$ cat src/rtl/l2_flush_sequencer_pkg.sv
// l2_flush_sequencer_pkg: sequencer state type and default L2 geometry shared by the flush sequencer files
package l2_flush_sequencer_pkg;
   typedef enum logic [1:0] {IDLE, SWEEP, DRAIN, DONE} l2_flush_state_t;
   localparam int L2_SETS_DFLT = 256;
   localparam int L2_WAYS_DFLT = 8;
   localparam int N_MSHR_DFLT = 8;
endpackage

$ cat src/rtl/l2_flush_index_counter.sv
// l2_flush_index_counter: nested set/way walk counter with clear, advance and a last-slot flag
module l2_flush_index_counter
   import l2_flush_sequencer_pkg::*;
#(
   parameter int L2_SETS = L2_SETS_DFLT,
   parameter int L2_WAYS = L2_WAYS_DFLT,
   parameter int SET_W = $clog2(L2_SETS),
   parameter int WAY_W = $clog2(L2_WAYS)
) (
   input  logic             clk,
   input  logic             rst,
   input  logic             clr_i,
   input  logic             adv_i,
   output logic [SET_W-1:0] set_o,
   output logic [WAY_W-1:0] way_o,
   output logic             last_o
);
   logic [SET_W-1:0] set_q, set_d;
   logic [WAY_W-1:0] way_q, way_d;
   logic way_end;
   assign way_end = way_q == WAY_W'(L2_WAYS - 1);
   assign last_o = way_end && set_q == SET_W'(L2_SETS - 1);
   assign set_o = set_q;
   assign way_o = way_q;
   // way steps on every advance; set steps only when the way wraps, and both wrap past the last slot
   always_comb begin
      way_d = clr_i ? '0 : adv_i ? (way_end ? '0 : way_q + WAY_W'(1)) : way_q;
      set_d = clr_i ? '0 : (adv_i && way_end) ? set_q + SET_W'(1) : set_q;
   end
   // index registers
   always_ff @(posedge clk or posedge rst)
      if (rst) begin
         set_q <= '0;
         way_q <= '0;
      end else begin
         set_q <= set_d;
         way_q <= way_d;
      end
endmodule

$ cat src/rtl/l2_flush_sequencer.sv
// l2_flush_sequencer: walks every L2 (set, way) through the decode stage, then waits for MSHRs to drain; optional stats under L2_FLUSH_STATS_EN
module l2_flush_sequencer
   import l2_flush_sequencer_pkg::*;
#(
   parameter int L2_SETS = L2_SETS_DFLT,
   parameter int L2_WAYS = L2_WAYS_DFLT,
   parameter int N_MSHR = N_MSHR_DFLT,
   parameter int SET_W = $clog2(L2_SETS),
   parameter int WAY_W = $clog2(L2_WAYS),
   parameter int CNT_W = $clog2(N_MSHR) + 1
) (
   input  logic             clk,
   input  logic             rst,
   input  logic             l2_flush_valid_int,
   output logic             l2_flush_ready_int,
   input  logic             l2_fwd_in_valid_int,
   input  logic [CNT_W-1:0] mshr_cnt,
   output logic             flush_req,
   input  logic             flush_grant,
   output logic [SET_W-1:0] flush_set,
   output logic [WAY_W-1:0] flush_way,
   output logic             ongoing_flush,
`ifdef L2_FLUSH_STATS_EN
   output logic             flush_done,
   output logic [31:0]      flush_issue_cnt,
   output logic [31:0]      flush_stall_cnt
`else
   output logic             flush_done
`endif
);
   l2_flush_state_t state_q;
   logic ongoing_q, done_q, all_free, accept, adv, last;
   assign all_free = mshr_cnt == CNT_W'(N_MSHR);
   assign l2_flush_ready_int = state_q == IDLE && all_free;
   assign accept = l2_flush_valid_int && l2_flush_ready_int;
   assign flush_req = state_q == SWEEP && !l2_fwd_in_valid_int && |mshr_cnt;
   assign adv = flush_req && flush_grant;
   assign ongoing_flush = ongoing_q;
   assign flush_done = done_q;
   l2_flush_index_counter #(
      .L2_SETS(L2_SETS),
      .L2_WAYS(L2_WAYS),
      .SET_W(SET_W),
      .WAY_W(WAY_W)
   ) u_idx (
      .clk(clk),
      .rst(rst),
      .clr_i(accept),
      .adv_i(adv),
      .set_o(flush_set),
      .way_o(flush_way),
      .last_o(last)
   );
   // sequencer: accept only with all MSHRs free, sweep until the final slot is granted, drain, pulse done
   always_ff @(posedge clk or posedge rst)
      if (rst) begin
         state_q <= IDLE;
         ongoing_q <= 1'b0;
         done_q <= 1'b0;
      end else begin
         done_q <= 1'b0;
         case (state_q)
            IDLE: if (accept) begin
               state_q <= SWEEP;
               ongoing_q <= 1'b1;
            end
            SWEEP: if (adv && last) state_q <= DRAIN;
            DRAIN: if (all_free) begin
               state_q <= DONE;
               done_q <= 1'b1;
            end
            DONE: begin
               state_q <= IDLE;
               ongoing_q <= 1'b0;
            end
            default: state_q <= IDLE;
         endcase
      end
`ifdef L2_FLUSH_STATS_EN
   logic [31:0] issue_q, issue_d, stall_q, stall_d;
   assign flush_issue_cnt = issue_q;
   assign flush_stall_cnt = stall_q;
   // saturating counters, cleared when a new flush is accepted and frozen outside the sweep
   always_comb begin
      issue_d = accept ? '0 : (adv && !(&issue_q)) ? issue_q + 32'd1 : issue_q;
      stall_d = accept ? '0 : (flush_req && !flush_grant && !(&stall_q)) ? stall_q + 32'd1 : stall_q;
   end
   // stats registers
   always_ff @(posedge clk or posedge rst)
      if (rst) begin
         issue_q <= '0;
         stall_q <= '0;
      end else begin
         issue_q <= issue_d;
         stall_q <= stall_d;
      end
`endif
endmodule
$ cat config.mk
export PLATFORM = sky130hd
export DESIGN_NAME = l2_flush_sequencer
export DESIGN_NICKNAME = d
export VERILOG_FILES = /design/src/rtl/l2_flush_sequencer_pkg.sv /design/src/rtl/l2_flush_index_counter.sv /design/src/rtl/l2_flush_sequencer.sv
export SDC_FILE = /design/constraint.sdc
export NUM_CORES = 1
export LEC_CHECK = 0
export CAP_MARGIN = 20
export CORE_MARGIN = 4
export CORE_UTILIZATION = 31
export DETAILED_ROUTE_END_ITERATION = 8
export GPL_TIMING_DRIVEN = 0
export PLACE_DENSITY = 0.63
export SLEW_MARGIN = 20
export SYNTH_ARGS = -nofsm -noshare
export SYNTH_HDL_FRONTEND = slang
export SYNTH_SLANG_ARGS = --single-unit
$ cat constraint.sdc
create_clock -name clk -period 4.71 [get_ports clk]
set_input_delay 0.7065 -clock clk [delete_from_list [all_inputs] [get_ports clk]]
set_output_delay 0.7065 -clock clk [all_outputs]
set_load 0.01 [all_outputs]
### Word-level counts from Yosys, hierarchy flattened

Cells that the tools add are included.

| operators by class | value |
|---|---|
| add/subtract/negate cells | 2 |
| eq/ne operators | 9 |
| multiplexer cells | 13 |
| reductions and logical operators | 16 |

Operators by type and width:

| operator | count |
|---|---|
| 8-bit two-way mux | 2 |
| 3-bit two-way mux | 3 |
| 8-bit by 1-bit adder with 8-bit output (second input constant) | 1 |
| 8-bit == test (second input constant) | 1 |
| 1-bit logical AND | 8 |
| 2-bit one-hot mux with 4 select lines | 1 |
| 2-bit two-way mux | 3 |
| 2-bit nonzero test | 3 |
| 2-bit == test (second input constant) | 2 |
| 4-bit == test (second input constant) | 1 |
| 2-bit by 1-bit inequality test with 1-bit output (second input constant) | 2 |
| 4-bit OR reduction | 1 |
| 3-bit by 1-bit adder with 3-bit output (second input constant) | 1 |
| 3-bit == test (second input constant) | 1 |
| 1-bit two-way mux | 3 |
| 3-bit AND reduction | 1 |
| 2-bit by 1-bit == test with 1-bit output (second input constant) | 1 |
| 2-bit logical NOT | 1 |
| 2-bit inequality test (second input constant) | 1 |
| 1-bit one-hot mux with 2 select lines | 1 |
| 2-bit AND reduction | 1 |
| 1-bit logical NOT | 1 |

| word-level totals | value |
|---|---|
| flip-flop bits (word level) | 15 |
| output and inout port bits | 15 |
| logic and storage cells | 45 |

### Longest topological paths before layout

| logic depth | value |
|---|---|
| depth after elaboration | 7 |
| gate-level depth with buffers | 7 |

### Hierarchy

Synthesis repeated with hierarchy kept, for this count alone.

| unflattened totals | value |
|---|---|
| cell total of the unflattened synthesis | 89 |
| area, all modules | 892.1 µm² |

By module, submodules not included:

| module | instances | cells an instance | area an instance (µm²) |
|---|---|---|---|
| l2_flush_index_counter | 1 | 57 | 561.8 |
| l2_flush_sequencer | 1 | 32 | 330.3 |

### Least setup slack after synthesis

Ideal clock, no wire load.

| timing | value |
|---|---|
| path kind | in2out |
| start point | input port mshr_cnt[2] |
| end point | output port flush_req |
| arrival | 1.443 ns |
| data required time | 4.003 ns |
| path slack | 2.561 ns |
| cell stages on the path | 2 |
| path buffers | 0 |
| cells stage by stage | nor4_2 -> nor2_1 |

| between the ends | value |
|---|---|
| cells in the longest elaborated chain, start to end | 2 |

RTL lines:

| item | RTL line | RTL |
|---|---|---|
| from (decl) | l2_flush_sequencer.sv:17 | `input logic [CNT_W-1:0] mshr_cnt,` |
| 4-bit OR reduction | l2_flush_sequencer.sv:36 | `assign flush_req = state_q == SWEEP && !l2_fwd_in_valid_int && \|mshr_cnt;` |
| 1-bit logical AND | l2_flush_sequencer.sv:36 |  |
| to (decl) | l2_flush_sequencer.sv:18 | `output logic flush_req,` |

No other way between the ends.

### Worst setup path after layout

Same ends and word-level chain as after synthesis.

==> metrics <==
register area share after synthesis approximately 43%; Placed Instance Area between 1000 and 1500 um2; Top cell by count, worst path clkdlybuf4s50_1; CTS tree yes; status completed; antenna violations before repair 0; Die Width roughly 61 um; number of enable flip-flop cells after synthesis 0; First DRT Iteration DRCs 8; crit-path max FO 9; fin crit share a little over two thirds; Synth Register Bits 15; worst endpoint required time 4.00 ns; top_reg_cell synth dfrtp_1; grt total ovfl 0; Worst-Margin Slew ~0.82 ns; Diodes inserted 0; via count ~740; share of post-route cells with drive strength above 1 between 6 and 7%; Worst Setup End Kind output port; Starting Density about a third; syn nets ~100; vias per inst ~5.2; maximum clock frequency 302 MHz; CP max stage cell nor4_2; Post-Synth Adder-Cell Area between 10% and 20%; die area around 3700 um2; FFs w/ async S/R, synth 100%; Root Buffer Master clkbuf_4; Synth area leader dfrtp_1; Slowest Stage Delay on Critical Path 0.75 ns; FP Rows 18; RSZ-0062 raised after global routing no; Final Hold Vio Count 0; commonest non-fill, non-tap cell in the layout clkdlybuf4s50_1; Simple-Gate Fraction of Synth Area approximately a quarter; Nets 131; type of the tightest min-delay check flop to flop; critical-path cell list clkdlybuf4s50_1 > nor4_2 > nor2_1 > clkdlybuf4s50_1; hpwl dp between 1000 and 1500 um; Skew-Pair Late Insertion Delay between 0.2 and 0.3 ns; Die Span Y roughly 60 um; H-tree depth 1; number of global-route vias before repair 740; largest family of logic cells by synthesized area simple AND/OR/NAND/NOR gates; TNS Setup 0 ns; crit start category primary input; r2r setup slk about 2.7 ns; CTS Hold Bufs 0; PD cells 282 nW/um2; maximum vdd drop roughly 0.16 mV; post-CTS setup buffer count 0; first-pass GRT wire length approximately 3100 um; Area contributors post-synth dfrtp_1 (43%), ha_1 (10%), xnor2_1 (5.0%), nor2_1 (3.4%), nor4b_1 (3.0%); Setup Crit Path Kind primary input to output port; Worst slew margin between 40% and 50%; synth unique cells 31; gp weighted congestion ~0.8; LEAKAGE just under 0.5 nW; mux contribution to synthesized area around 3.6%; largest net degree at the start of global routing 16; most frequent cells in the layout clkdlybuf4s50_1 (23), dfrtp_1 (15), nor2_1 (8); final setup skew around 0.007 ns; 1st-pass router iterations 4; syn avg cell area about 10 um2; Worst Hold Slack between 0.5 and 0.6 ns; post-CTS resize count 0; Synth Cell Area ~870 um2; DRT Wirelength ~1900 um; CP arrival 2.61 ns; maxcap violations 0; Setup Viol. Count Final 0; utilization after layout 45.4%; Yosys Warn Count 0; Yosys top cell area share 43.1%; core region area 2570 um2; Antenna Violating Nets Remaining 0; Clock Path Buffers 2; Total GRT Usage a little under an eighth; fin area between 1000 and 1500 um2; wire per inst 13.1 um; Residual DRC 0; IO Pins 24; Clk pin slew, worst setup/hold paths about 0.090 ns; Area growth syn-to-layout 33.8%; Gate Count Post-Synth 87; complex-gate fraction of the synthesized area between 8 and 9%; cts bufs inserted 3; xor/xnor share of the synthesized area about 5%; Slew Limit Fails 0; Sink Count 15; I/O Buffers 23; Post-Place Cells 140; non-filler cells, final 144; Final min period approximately 3.3 ns
==> cells by family (layout without fill, tap and decap cells) <==
logic type	Yosys count	after routing
AO/OA/AOI/OAI	12	12
buffers and inverters	7	34
adder cells (fa/ha/maj)	7	7
AND/OR/NAND/NOR	38	38
multiplexers	3	3
flip-flops	15	15
XOR/XNOR	5	5
==> per-stage QoR <==
stage | worst slack, ns | total power [mW]
finish | 1.40 | 0.328
floorplan | 2.56 | 0.206
CTS | 1.39 | 0.334
global placement | 1.41 | 0.257
detailed placement | 1.40 | 0.258
global route | 1.31 | 0.353
==> worst max-delay path: cells and delay by family <==
family | cells | cell delay [ns]
simple gates | 2 | 0.93
buf+inv | 2 | 0.97
==> where the power goes <==
group / switching, mW / total (mW) / internal [mW]
registers: 0.0153 / 0.161 / 0.145
logic: 0.0390 / 0.0931 / 0.0542
clock network: 0.0415 / 0.0743 / 0.0328
total: 0.0958 / 0.328 / 0.232
==> final timing paths <==
| path | startpoint | end | cells past startpoint |
|---|---|---|---|
| max | mshr_cnt[2] | flush_req | 4 |
| min | u_idx.way_o[2] | u_idx.way_o[2] | 2 |
| max reg2reg | state_q[1] | u_idx.set_o[7] | 7 |
| min reg2reg | u_idx.way_o[2] | u_idx.way_o[2] | 2 |
| max in group asynchronous | rst | u_idx.set_o[7] | 2 |
| min in group asynchronous | rst | u_idx.set_o[1] | 2 |
==> flip-flops by register name, indices dropped and copies added (netlist names) <==
register,flops
flush_done,1
ongoing_flush,1
state_q,2
u_idx.set_o,8
u_idx.way_o,3
==> synthesized netlist by cell type (2+ instances only) <==
library cell  number
mux2i_1            2
nor4_1             2
nand4_1            2
nor4b_1            3
inv_1              5
or3_1              3
nand2_1            5
a21oi_1            5
and2_1             3
and3_1             2
xnor2_1            5
dfrtp_1           15
nand3_1            4
ha_1               7
nor2_1             8
==> metal layers <==
layer,track usage [%],share of wire [%]
met5,0,0
met4,4.64,1.5
met3,2.55,5.9
met2,20.0,49
met1,13.2,44
==> cell type report <==
cell class	count	area [um2]
buffer	2	15.0
clock buffer	4	26.3
fill	273	1400
inverter	5	18.8
multi-input combinational	65	462
sequential	15	375
tap	30	37.5
timing repair buffer	23	230
No activity file was read; power rests on OpenSTA's default activity.
